### src/rtl/game_sequencer_if.sv
// ----------------------------------------------------------------------------
// game_sequencer_if
// Bundles the sequencer <-> datapath/top-level handshake signals.
//   master : the sequencer (consumes done flags, start, link_hp; drives the
//            phase enables, game_over, frame_count, wdog_fault)
//   slave  : the datapath / top level (the opposite directions)
// Signals:
//   start, link_hp[2:0]                       restart request, Link HP
//   idle_done .. draw_vga_done                 datapath done flags (level)
//   init .. draw_to_vga                        one-hot phase enables
//   game_over, frame_count[15:0], wdog_fault   status
// ----------------------------------------------------------------------------
interface game_sequencer_if;
  logic        start;
  logic [2:0]  link_hp;
  logic        idle_done;
  logic        gen_move_done;
  logic        check_collide_done;
  logic        draw_map_done;
  logic        draw_link_done;
  logic        draw_enemies_done;
  logic        draw_vga_done;
  logic        init;
  logic        idle;
  logic        gen_move;
  logic        check_collide;
  logic        apply_act_link;
  logic        move_enemies;
  logic        draw_map;
  logic        draw_link;
  logic        draw_enemies;
  logic        draw_to_vga;
  logic        game_over;
  logic [15:0] frame_count;
  logic        wdog_fault;

  modport master (
    input  start, link_hp, idle_done, gen_move_done, check_collide_done,
           draw_map_done, draw_link_done, draw_enemies_done, draw_vga_done,
    output init, idle, gen_move, check_collide, apply_act_link, move_enemies,
           draw_map, draw_link, draw_enemies, draw_to_vga, game_over,
           frame_count, wdog_fault
  );

  modport slave (
    output start, link_hp, idle_done, gen_move_done, check_collide_done,
           draw_map_done, draw_link_done, draw_enemies_done, draw_vga_done,
    input  init, idle, gen_move, check_collide, apply_act_link, move_enemies,
           draw_map, draw_link, draw_enemies, draw_to_vga, game_over,
           frame_count, wdog_fault
  );
endinterface

### src/rtl/game_sequencer.sv
// ----------------------------------------------------------------------------
// game_sequencer
// Frame scheduler for the game datapath: INIT once, then per frame IDLE,
// GEN_MOVE, CHECK_COLLIDE, APPLY_LINK, MOVE_ENEMIES, DRAW_MAP, DRAW_LINK,
// DRAW_ENEMIES, DRAW_VGA; GAME_OVER when Link's HP is 0 at frame end.
// Ports:
//   clock  system clock (single domain)
//   reset  synchronous, active-high
//   bus    game_sequencer_if.master (done flags in, phase enables out)
// Optional feature: define SEQ_WATCHDOG_EN to add a per-wait-state watchdog
// that forces the state to advance after WDOG_LIMIT cycles and sets a sticky
// wdog_fault. Without it, wait states wait forever and wdog_fault is 0.
// All outputs are registered decodes of the next state.
// ----------------------------------------------------------------------------
module game_sequencer #(
  parameter logic [3:0]        INIT_CYCLES = 4'd2,
  parameter int                WDOG_W      = 24,
  parameter logic [WDOG_W-1:0] WDOG_LIMIT  = 24'd2_000_000
) (
  input logic              clock,
  input logic              reset,
  game_sequencer_if.master bus
);

  // State encoding doubles as the bit position of the matching output.
  localparam logic [3:0] S_INIT          = 4'd0;
  localparam logic [3:0] S_IDLE          = 4'd1;
  localparam logic [3:0] S_GEN_MOVE      = 4'd2;
  localparam logic [3:0] S_CHECK_COLLIDE = 4'd3;
  localparam logic [3:0] S_APPLY_LINK    = 4'd4;
  localparam logic [3:0] S_MOVE_ENEMIES  = 4'd5;
  localparam logic [3:0] S_DRAW_MAP      = 4'd6;
  localparam logic [3:0] S_DRAW_LINK     = 4'd7;
  localparam logic [3:0] S_DRAW_ENEMIES  = 4'd8;
  localparam logic [3:0] S_DRAW_VGA      = 4'd9;
  localparam logic [3:0] S_GAME_OVER     = 4'd10;

  logic [3:0]  state_r;
  logic [3:0]  state_nxt_s;
  logic [3:0]  init_cnt_r;
  logic        guard_r;      // first cycle of a state: done flags are stale
  logic        wait_s;
  logic        done_sel_s;
  logic        adv_s;
  logic        wdog_hit_s;
  logic [10:0] en_nxt_s;
  logic [10:0] en_r;
  logic [15:0] frame_count_r;

  // Select the done flag belonging to the current wait state.
  always_comb begin
    wait_s     = 1'b1;
    done_sel_s = 1'b0;
    case (state_r)
      S_IDLE:          done_sel_s = bus.idle_done;
      S_GEN_MOVE:      done_sel_s = bus.gen_move_done;
      S_CHECK_COLLIDE: done_sel_s = bus.check_collide_done;
      S_DRAW_MAP:      done_sel_s = bus.draw_map_done;
      S_DRAW_LINK:     done_sel_s = bus.draw_link_done;
      S_DRAW_ENEMIES:  done_sel_s = bus.draw_enemies_done;
      S_DRAW_VGA:      done_sel_s = bus.draw_vga_done;
      default:         wait_s     = 1'b0;
    endcase
  end

  assign adv_s = wait_s & ((~guard_r & done_sel_s) | wdog_hit_s);

  // Next-state logic.
  always_comb begin
    state_nxt_s = state_r;
    case (state_r)
      S_INIT: begin
        // init_cnt_r counts cycles already shown with init high
        if (init_cnt_r >= INIT_CYCLES) state_nxt_s = S_IDLE;
        else                           state_nxt_s = S_INIT;
      end
      S_IDLE: begin
        if (adv_s) state_nxt_s = S_GEN_MOVE;
        else       state_nxt_s = S_IDLE;
      end
      S_GEN_MOVE: begin
        if (adv_s) state_nxt_s = S_CHECK_COLLIDE;
        else       state_nxt_s = S_GEN_MOVE;
      end
      S_CHECK_COLLIDE: begin
        if (adv_s) state_nxt_s = S_APPLY_LINK;
        else       state_nxt_s = S_CHECK_COLLIDE;
      end
      S_APPLY_LINK:   state_nxt_s = S_MOVE_ENEMIES;
      S_MOVE_ENEMIES: state_nxt_s = S_DRAW_MAP;
      S_DRAW_MAP: begin
        if (adv_s) state_nxt_s = S_DRAW_LINK;
        else       state_nxt_s = S_DRAW_MAP;
      end
      S_DRAW_LINK: begin
        if (adv_s) state_nxt_s = S_DRAW_ENEMIES;
        else       state_nxt_s = S_DRAW_LINK;
      end
      S_DRAW_ENEMIES: begin
        if (adv_s) state_nxt_s = S_DRAW_VGA;
        else       state_nxt_s = S_DRAW_ENEMIES;
      end
      S_DRAW_VGA: begin
        if (adv_s && (bus.link_hp == 3'd0)) state_nxt_s = S_GAME_OVER;
        else if (adv_s)                     state_nxt_s = S_IDLE;
        else                                state_nxt_s = S_DRAW_VGA;
      end
      S_GAME_OVER: begin
        if (bus.start) state_nxt_s = S_INIT;
        else           state_nxt_s = S_GAME_OVER;
      end
      default: state_nxt_s = S_INIT;
    endcase
  end

  // One-hot decode of the next state; bit 10 is game_over.
  always_comb begin
    en_nxt_s = 11'(11'd1 << state_nxt_s);
  end

  // State, INIT counter, guard, frame counter and output registers.
  always_ff @(posedge clock) begin
    if (reset) begin
      state_r       <= S_INIT;
      init_cnt_r    <= 4'd0;
      guard_r       <= 1'b1;
      en_r          <= 11'd0;
      frame_count_r <= 16'd0;
    end else begin
      state_r <= state_nxt_s;
      guard_r <= (state_nxt_s != state_r);
      en_r    <= en_nxt_s;
      // Entering INIT from GAME_OVER already shows one init cycle.
      if (state_nxt_s != S_INIT)   init_cnt_r <= 4'd0;
      else if (state_r == S_INIT)  init_cnt_r <= init_cnt_r + 4'd1;
      else                         init_cnt_r <= 4'd1;
      if (state_r == S_GAME_OVER && state_nxt_s == S_INIT)
        frame_count_r <= 16'd0;
      else if (state_r == S_DRAW_VGA && adv_s)
        frame_count_r <= frame_count_r + 16'd1;
      else
        frame_count_r <= frame_count_r;
    end
  end

`ifdef SEQ_WATCHDOG_EN
  logic [WDOG_W-1:0] wdog_cnt_r;
  logic              wdog_fault_r;

  // Timeout fires on the cycle the count would reach WDOG_LIMIT.
  assign wdog_hit_s = wait_s &&
                      (wdog_cnt_r == (WDOG_LIMIT - {{(WDOG_W-1){1'b0}}, 1'b1}));

  // Watchdog counter (cleared on state entry) and sticky fault flag.
  always_ff @(posedge clock) begin
    if (reset) begin
      wdog_cnt_r   <= {WDOG_W{1'b0}};
      wdog_fault_r <= 1'b0;
    end else begin
      if (state_nxt_s != state_r) wdog_cnt_r <= {WDOG_W{1'b0}};
      else if (wait_s)            wdog_cnt_r <= wdog_cnt_r + {{(WDOG_W-1){1'b0}}, 1'b1};
      else                        wdog_cnt_r <= wdog_cnt_r;
      if (wdog_hit_s) wdog_fault_r <= 1'b1;
      else            wdog_fault_r <= wdog_fault_r;
    end
  end

  assign bus.wdog_fault = wdog_fault_r;
`else
  logic unused_wdog_s;
  assign unused_wdog_s  = ^WDOG_LIMIT;
  assign wdog_hit_s     = 1'b0;
  assign bus.wdog_fault = 1'b0;
`endif

  assign bus.init           = en_r[0];
  assign bus.idle           = en_r[1];
  assign bus.gen_move       = en_r[2];
  assign bus.check_collide  = en_r[3];
  assign bus.apply_act_link = en_r[4];
  assign bus.move_enemies   = en_r[5];
  assign bus.draw_map       = en_r[6];
  assign bus.draw_link      = en_r[7];
  assign bus.draw_enemies   = en_r[8];
  assign bus.draw_to_vga    = en_r[9];
  assign bus.game_over      = en_r[10];
  assign bus.frame_count    = frame_count_r;

endmodule

### src/flat_wrapper.sv
// flat-port wrapper written by rule: the top's interface ports become plain ports
module game_sequencer_flat 
#(
  parameter logic [3:0]        INIT_CYCLES = 4'd2,
  parameter int                WDOG_W      = 24,
  parameter logic [WDOG_W-1:0] WDOG_LIMIT  = 24'd2_000_000
)
  (clock, reset, bus_start, bus_link_hp, bus_idle_done, bus_gen_move_done, bus_check_collide_done, bus_draw_map_done, bus_draw_link_done, bus_draw_enemies_done, bus_draw_vga_done, bus_init, bus_idle, bus_gen_move, bus_check_collide, bus_apply_act_link, bus_move_enemies, bus_draw_map, bus_draw_link, bus_draw_enemies, bus_draw_to_vga, bus_game_over, bus_frame_count, bus_wdog_fault);
  game_sequencer_if bus_i ();
  input logic clock;
  input logic reset;
  input wire logic [$bits(bus_i.start)-1:0] bus_start;
  input wire logic [$bits(bus_i.link_hp)-1:0] bus_link_hp;
  input wire logic [$bits(bus_i.idle_done)-1:0] bus_idle_done;
  input wire logic [$bits(bus_i.gen_move_done)-1:0] bus_gen_move_done;
  input wire logic [$bits(bus_i.check_collide_done)-1:0] bus_check_collide_done;
  input wire logic [$bits(bus_i.draw_map_done)-1:0] bus_draw_map_done;
  input wire logic [$bits(bus_i.draw_link_done)-1:0] bus_draw_link_done;
  input wire logic [$bits(bus_i.draw_enemies_done)-1:0] bus_draw_enemies_done;
  input wire logic [$bits(bus_i.draw_vga_done)-1:0] bus_draw_vga_done;
  output wire logic [$bits(bus_i.init)-1:0] bus_init;
  output wire logic [$bits(bus_i.idle)-1:0] bus_idle;
  output wire logic [$bits(bus_i.gen_move)-1:0] bus_gen_move;
  output wire logic [$bits(bus_i.check_collide)-1:0] bus_check_collide;
  output wire logic [$bits(bus_i.apply_act_link)-1:0] bus_apply_act_link;
  output wire logic [$bits(bus_i.move_enemies)-1:0] bus_move_enemies;
  output wire logic [$bits(bus_i.draw_map)-1:0] bus_draw_map;
  output wire logic [$bits(bus_i.draw_link)-1:0] bus_draw_link;
  output wire logic [$bits(bus_i.draw_enemies)-1:0] bus_draw_enemies;
  output wire logic [$bits(bus_i.draw_to_vga)-1:0] bus_draw_to_vga;
  output wire logic [$bits(bus_i.game_over)-1:0] bus_game_over;
  output wire logic [$bits(bus_i.frame_count)-1:0] bus_frame_count;
  output wire logic [$bits(bus_i.wdog_fault)-1:0] bus_wdog_fault;
  assign bus_i.start = bus_start;
  assign bus_i.link_hp = bus_link_hp;
  assign bus_i.idle_done = bus_idle_done;
  assign bus_i.gen_move_done = bus_gen_move_done;
  assign bus_i.check_collide_done = bus_check_collide_done;
  assign bus_i.draw_map_done = bus_draw_map_done;
  assign bus_i.draw_link_done = bus_draw_link_done;
  assign bus_i.draw_enemies_done = bus_draw_enemies_done;
  assign bus_i.draw_vga_done = bus_draw_vga_done;
  assign bus_init = bus_i.init;
  assign bus_idle = bus_i.idle;
  assign bus_gen_move = bus_i.gen_move;
  assign bus_check_collide = bus_i.check_collide;
  assign bus_apply_act_link = bus_i.apply_act_link;
  assign bus_move_enemies = bus_i.move_enemies;
  assign bus_draw_map = bus_i.draw_map;
  assign bus_draw_link = bus_i.draw_link;
  assign bus_draw_enemies = bus_i.draw_enemies;
  assign bus_draw_to_vga = bus_i.draw_to_vga;
  assign bus_game_over = bus_i.game_over;
  assign bus_frame_count = bus_i.frame_count;
  assign bus_wdog_fault = bus_i.wdog_fault;
  game_sequencer #(.INIT_CYCLES(INIT_CYCLES), .WDOG_W(WDOG_W), .WDOG_LIMIT(WDOG_LIMIT)) u_core (.clock(clock), .reset(reset), .bus(bus_i));
endmodule
### config.mk
export PLATFORM = sky130hd
export DESIGN_NAME = game_sequencer_flat
export DESIGN_NICKNAME = d
export VERILOG_FILES = /design/src/rtl/game_sequencer_if.sv /design/src/rtl/game_sequencer.sv /design/src/flat_wrapper.sv
export SDC_FILE = /design/constraint.sdc
export NUM_CORES = 1
export LEC_CHECK = 0
export BUFFER_PORTS_ARGS = -buffer_cell sky130_fd_sc_hd__buf_2
export CORE_UTILIZATION = 42
export DETAILED_ROUTE_END_ITERATION = 16
export PLACE_DENSITY = 0.73
export SYNTH_ARGS = -nofsm -noshare
export SYNTH_HDL_FRONTEND = slang
export SYNTH_SLANG_ARGS = --single-unit
### constraint.sdc
create_clock -name clock -period 1.9 [get_ports clock]
set_input_delay 0.475 -clock clock [delete_from_list [all_inputs] [get_ports clock]]
set_output_delay 0.475 -clock clock [all_outputs]
set_load 0.005 [all_outputs]
==> flow_summary.rst, run 1 <==
.. list-table::
   :header-rows: 1

   * - Metric
     - Value
   * - Half-perimeter wire length after placement
     - 3320 um
   * - Timing-limited maximum frequency
     - 491 MHz
   * - Clock-pin slew of the registers on the worst-case setup and hold paths
     - 0.07 ns
   * - Placed Instances
     - 320
   * - Failing checks
     - negative setup slack
   * - Sequential element share of the synthesized area
     - 0.390
   * - Worst path max stage delay
     - 0.54 ns
   * - Synthesized cell area
     - 1850 um2
   * - Initial antenna violation count
     - 0
   * - Final setup violation count
     - 24
   * - DRT antenna net count
     - 0
   * - Area fraction in compound gates after synthesis
     - 0.192
   * - Max-Cap Viols
     - 0
   * - Number of cells produced by synthesis
     - 207
   * - Footprint of the multi-input gates
     - 1170 um2
   * - Worst Path Max Fanout
     - 5
   * - Async set-or-reset flop fraction in the synthesized netlist
     - 0
   * - Slowest stage cell on the critical path
     - or4b_1
   * - Critical hold path startpoint
     - reset
   * - Syn-to-layout area delta
     - 44.2%
   * - Area of the core region
     - 4120 um2
   * - PwrDens
     - 724 nW/um2
   * - Sink count of the clock tree
     - 36
   * - Worst min-delay path class
     - input port to register
   * - Width of the die
     - 68.3 um
   * - Mux share of post-synthesis cell area
     - 0.0108
   * - Pre-antenna DRT Iters
     - 4
   * - Finished Cell Area
     - 2670 um2
   * - Worst ir drop on vdd
     - 455 uV
   * - Outcome
     - finished, violations left
   * - Post-Synth Simple-Gate Area
     - 0.292
   * - Path type of the worst setup path
     - register to register
   * - Final Instance Count excl. Fillers
     - 333
   * - Starting density of the core
     - 0.449
   * - Cell chain of the critical path
     - buf_4, and2_4, a2111oi_4, o31ai_4, or4b_1, xor2_1, nor2_1
   * - Most common cell after layout, fill and taps aside
     - buf_2
   * - Number of diodes added for antenna fixing
     - 0
   * - Routed length per placed instance
     - 14.0 um
   * - H-tree Lvls
     - 2
   * - Avg Cell Area, Syn
     - 8.93 um2
   * - First-pass GRT wire length
     - 7530 um
   * - Worst setup SP type
     - register
   * - Ratio of final minimum period to clock period
     - 1.07
   * - #FFs+latches synth
     - 36
   * - Crit path from
     - u_core.state_r[1]
   * - Crit Reg-Reg Startpoint
     - u_core.state_r[1]
   * - Largest net degree at the start of global routing
     - 17
   * - Count of yosys warnings during synthesis
     - 0
   * - Die outline height
     - 68.3 um
   * - Total length of routed wires
     - 4670 um
   * - Unrepaired setup endpoints after global routing
     - yes
   * - Dominant cells by area after synthesis
     - dfxtp_1, nor2_1, a21oi_1
   * - Layout net count
     - 298
   * - GR Overflow Total
     - 0
   * - Number of buffers added by the clock tree synthesis step
     - 5
   * - Combinational family with the most area after synthesis
     - simple AND/OR/NAND/NOR gates
   * - Setup crit end kind
     - register
   * - Total via count in the routed design
     - 1775
   * - Worst setup slack after layout
     - -0.135 ns
   * - Detailed Route Iter0 Violations
     - 77
   * - Number of enable flip-flop cells after synthesis
     - 0
   * - Signal arrival time at the worst endpoint
     - 2.21 ns
   * - Via count of the first global-routing pass
     - 1675
   * - Post-synth top area cell
     - dfxtp_1
   * - Ys flop type
     - dfxtp_1
   * - FF/Latch Area
     - 736 um2
   * - Worst-skew pair later-pin latency
     - 0.29 ns
   * - Count of standard-cell rows
     - 23
   * - DIE AREA
     - 4670 um2
   * - Total of fill cells in the finished design
     - 330
   * - Clock Tree Buf Depth
     - 2
   * - Root Buffer
     - clkbuf_8
   * - Count of buffers from port buffering
     - 39
   * - Endpoints failing hold
     - 0
   * - Clock period minus worst slack
     - 2.03 ns
   * - Req. time, crit path
     - 2.08 ns
   * - DRC violation count after routing
     - 0
   * - Vias per inst
     - 5.33
   * - Worst hold slack
     - 0.405 ns
   * - Clock skew after layout
     - 0.00559 ns
   * - Share of Yosys cell area claimed by the top area cell type
     - 0.390
   * - Xor and xnor fraction of the mapped netlist area
     - 0.0379
   * - Final total power
     - 1930 uW
   * - Layout cell share with drive strength beyond 1
     - 0.410
   * - Leak pwr
     - 0.00110 uW
   * - Post-synthesis share of cell area spent on full adders, half adders and majority gates
     - 0.0203
   * - Hold_buf cts
     - 0
   * - I/O Pins
     - 41
   * - Placed cell areas
     - 2320 um2
   * - Number of distinct standard cells referenced by the synthesized netlist
     - 56
   * - Global router's overall resource usage
     - 0.221
   * - Most frequent cells in the layout
     - buf_2, buf_4, dfxtp_1
   * - Final weighted congestion of routability-driven global placement
     - 0.823
   * - Number of slew-limit violations in the final report
     - 0
   * - TritonCTS clock tree
     - done
## cells by family after synthesis
group / Yosys count
compound gates: 44
simple gates: 93
buf+inv: 20
xor+xnor: 8
other cells: 1
fa+ha+maj: 3
mux: 2
flops: 36
## timing repair
action	in CTS	in global routing
buffers inserted	4	1
pin swaps	12	5
endpoints found under the setup margin	30	34
gates resized for setup	19	11
## final cells by class
| cell class | instances | share of cell area |
|---|---|---|
| Tap cell | 50 | 0.0235 |
| Clock inverter | 3 | 0.0338 |
| Inverter | 11 | 0.0155 |
| Clock buffer | 5 | 0.0258 |
| Sequential cell | 36 | 0.276 |
| Timing Repair Buffer | 76 | 0.186 |
| Multi-Input combinational cell | 152 | 0.439 |
## metrics by stage
step | setup slack [ns] | TNS, ns | utilization
finish | -0.135 | -1.71 | 0.648
global route | -0.218 | -4.15 | 0.648
CTS | -0.128 | -1.89 | 0.634
detailed placement | -0.260 | -4.12 | 0.564
global placement | -0.179 | -2.72 | 0.564
floorplan | -0.0904 | -0.0904 | -
## flip-flops by register name, indices dropped and copies added (netlist names)
register / cells
u_core.state_r: 4
u_core.en_r: 11
u_core.bus.frame_count: 16
u_core.init_cnt_r: 4
u_core.guard_r: 1
## Yosys cell counts, types with 4 or more instances
cell / n
o21ai_0: 9
and3_1: 4
and2_1: 4
nand3b_1: 4
nor3_1: 7
nor2b_1: 5
nand2_1: 11
inv_1: 11
nand2b_1: 4
nand3_1: 8
a21oi_1: 11
or3_1: 8
xnor2_1: 6
dfxtp_1: 36
nor2_1: 21
## final timing paths
check,end,slack [ns],cells after the start
max,u_core.bus.frame_count[15],-0.13,7
min,u_core.state_r[1],0.40,2
max reg2reg,u_core.bus.frame_count[15],-0.13,7
min reg2reg,u_core.bus.frame_count[6],0.52,2
## where the power goes
| group | switching (uW) | internal (uW) |
|---|---|---|
| sequential | 22.7 | 767 |
| clock | 280 | 657 |
| combinational | 104 | 99.2 |
| total | 406 | 1520 |
## metal layers
| layer | vias to the layer above | GRT usage | routed length (um) |
|---|---|---|---|
| li1 | 886 | - | - |
| met1 | 843 | 0.239 | 1960 |
| met2 | 35 | 0.407 | 2460 |
| met3 | 11 | 0.0583 | 156 |
| met4 | 0 | 0.0833 | 90 |
| met5 | - | 0 | 0 |
## critical path: cells and delay by family (launching register included)
| kind | cells | cell delay (ns) |
|---|---|---|
| xor gates and xnor gates | 1 | 0.15 |
| AOI/OAI and AO/OA | 2 | 0.51 |
| DFF | 1 | 0.36 |
| buffers and inverters | 1 | 0.14 |
| and+or+nand+nor | 3 | 0.76 |
Note: power is estimated with default switching activity, not from simulation.
==> run 2, diff against run 1 <==
- CELL_PAD_IN_SITES_DETAIL_PLACEMENT: unset -> 0
- CELL_PAD_IN_SITES_GLOBAL_PLACEMENT: unset -> 1
- CORE_UTILIZATION: 42 -> 36
- PLACE_DENSITY: 0.73 -> unset
- PLACE_DENSITY_LB_ADDON: unset -> 0.1
==> flow_summary.rst, run 2 (same netlist as run 1, synthesis figures left out) <==
.. list-table::
   :header-rows: 1

   * - Metric
     - Value
   * - Req. time, crit path
     - 2.07 ns (was 2.08 ns)
   * - Count of buffers from port buffering
     - 39 (unchanged)
   * - Number of slew-limit violations in the final report
     - 0 (unchanged)
   * - DRT antenna net count
     - 0 (unchanged)
   * - PwrDens
     - 567 nW/um2 (was 724 nW/um2)
   * - Failing checks
     - negative setup slack (unchanged)
   * - Number of cells on the worst reg-to-reg path
     - 8 (was 7)
   * - Number of diodes added for antenna fixing
     - 0 (unchanged)
   * - Worst Path Max Fanout
     - 7 (was 5)
   * - Clock skew after layout
     - 0.00989 ns (was 0.00559 ns)
   * - Worst ir drop on vdd
     - 253 uV (was 455 uV)
   * - DRC violation count after routing
     - 0 (unchanged)
   * - TritonCTS clock tree
     - done (unchanged)
   * - Outcome
     - finished, violations left (unchanged)
   * - Layout net count
     - 313 (was 298)
   * - Actual slew at the worst max-slew pin
     - 0.486 ns
   * - Via count of the first global-routing pass
     - 1699 (was 1675)
   * - Endpoints failing hold
     - 0 (unchanged)
   * - Total via count in the routed design
     - 1778 (was 1775)
   * - Die outline height
     - 73.6 um (was 68.3 um)
   * - Setup crit end kind
     - register (unchanged)
   * - Clock-pin slew of the registers on the worst-case setup and hold paths
     - 0.07 ns (about the same)
   * - Placed Instances
     - 343 (was 320)
   * - First-pass GRT wire length
     - 8120 um (was 7530 um)
   * - Total of fill cells in the finished design
     - 473 (was 330)
   * - Final Instance Count excl. Fillers
     - 365 (was 333)
   * - Ratio of final minimum period to clock period
     - 1.13 (was 1.07)
   * - Vias per inst
     - 4.87 (was 5.33)
   * - Hold_buf cts
     - 0 (unchanged)
   * - H-tree Lvls
     - 2 (unchanged)
   * - Number of buffers added by the clock tree synthesis step
     - 5 (unchanged)
   * - Syn-to-layout area delta
     - 53.0% (was 44.2%)
   * - Unrepaired setup endpoints after global routing
     - yes (unchanged)
   * - Worst setup SP type
     - register (unchanged)
   * - Total negative setup slack
     - -3.23 ns (was -1.71 ns)
   * - Path type of the worst setup path
     - register to register (unchanged)
   * - Max FFs per register
     - 16 (unchanged)
   * - Worst setup slack after layout
     - -0.255 ns (was -0.135 ns)
   * - Total length of routed wires
     - 5090 um (was 4670 um)
   * - Area of the core region
     - 4820 um2 (was 4120 um2)
   * - DIE AREA
     - 5420 um2 (was 4670 um2)
   * - Count of standard-cell rows
     - 25 (was 23)
   * - Leak pwr
     - 0.00118 uW (was 0.00110 uW)
   * - Worst-skew pair later-pin latency
     - 0.29 ns (about the same)
   * - Pre-antenna DRT Iters
     - 4 (unchanged)
   * - Final weighted congestion of routability-driven global placement
     - 0.843 (was 0.823)
   * - I/O Pins
     - 41 (unchanged)
   * - Max-Cap Viols
     - 0 (unchanged)
   * - Detailed Route Iter0 Violations
     - 63 (was 77)
   * - Signal arrival time at the worst endpoint
     - 2.33 ns (was 2.21 ns)
   * - Cell depth of the worst min-delay path
     - 2 (unchanged)
   * - Sink count of the clock tree
     - 36 (unchanged)
   * - Initial antenna violation count
     - 0 (unchanged)
   * - Max-Slew Margin vs Limit
     - 0.673
   * - Clock period minus worst slack
     - 2.15 ns (was 2.03 ns)
   * - Worst min-delay path class
     - input port to register (unchanged)
   * - Root Buffer
     - clkbuf_8 (unchanged)
   * - Largest net degree at the start of global routing
     - 17 (unchanged)
   * - GR Overflow Total
     - 0 (unchanged)
   * - Half-perimeter wire length after placement
     - 3610 um (was 3320 um)
   * - Most frequent cells in the layout
     - buf_4, buf_2, dfxtp_1 (was buf_2, buf_4, dfxtp_1)
   * - Starting density of the core
     - 0.384 (was 0.449)
   * - Final setup violation count
     - 26 (was 24)
   * - Width of the die
     - 73.6 um (was 68.3 um)
   * - Timing-limited maximum frequency
     - 464 MHz (was 491 MHz)
   * - Clock Tree Buf Depth
     - 2 (unchanged)
   * - Routed length per placed instance
     - 13.9 um (was 14.0 um)
   * - Global router's overall resource usage
     - 0.195 (was 0.221)
   * - Most common cell after layout, fill and taps aside
     - buf_4 (was buf_2)
   * - Layout cell share with drive strength beyond 1
     - 0.460 (was 0.410)
run 2: path summary, 6_finish.rpt:
path | from | endpoint | slack [ns]
min reg2reg | u_core.bus.frame_count[9] | u_core.bus.frame_count[9] | 0.50
max | u_core.state_r[1] | u_core.bus.frame_count[15] | -0.25
max reg2reg | u_core.state_r[1] | u_core.bus.frame_count[15] | -0.25
min | reset | u_core.state_r[1] | 0.43
run 2: metal layers:
| metal | track usage | routed length (um) | vias up |
|---|---|---|---|
| li1 | - | - | 918 |
| met4 | 0.0556 | 61 | 0 |
| met2 | 0.323 | 2440 | 40 |
| met3 | 0.0425 | 178 | 7 |
| met1 | 0.255 | 2420 | 813 |
| met5 | 0 | 0 | - |
run 2: through the flow:
| stage | area [um2] | total power, uW | hold WS (ns) | setup slack [ns] | utilization |
|---|---|---|---|---|---|
| 6_report | 2830 | 1600 | 0.427 | -0.255 | 0.587 |
| 5_1_grt | 2830 | 1670 | 0.416 | -0.356 | 0.587 |
| 4_1_cts | 2660 | 1600 | 0.410 | -0.197 | 0.553 |
| 3_5_place_dp | 2390 | 988 | 0.498 | -0.271 | 0.495 |
| 3_3_place_gp | 2390 | 990 | 0.486 | -0.233 | 0.495 |
| 2_1_floorplan | 1880 | 907 | 0.483 | -0.0904 | - |
run 2: area by class of cell:
type	instances	area, um2	area share
clock buffer	7	86.3	0.0305
clock inverter	1	7.51	0.00265
inverter	11	41.3	0.0146
multi-input combinational	152	1220	0.432
sequential	36	736	0.260
tap	67	83.8	0.0296
timing repair buffer	91	652	0.231
run 2: critical path: stages, from the launching register on:
cell and delay (ns):
dfxtp_4 0.37, buf_6 0.11, and2_4 0.15, a2111oi_4 0.38, o31ai_4 0.14, buf_4 0.15
or4b_4 0.50, xor2_1 0.18, nor2_1 0.06
run 2: power breakdown:
| part | total (uW) | switching (uW) | internal (uW) |
|---|---|---|---|
| Clock | 567 | 272 | 295 |
| Sequential | 786 | 18.6 | 767 |
| Combinational | 251 | 122 | 129 |
| Total | 1600 | 413 | 1190 |
run 2: repair_timing:
action / CTS / global route
cloned: 1 / 0
buffers inserted: 6 / 8
pin swaps: 14 / 16
setup endpoints to repair: 30 / 34
endpoints found under the hold margin: 0 / 0
gates resized for setup: 23 / 24
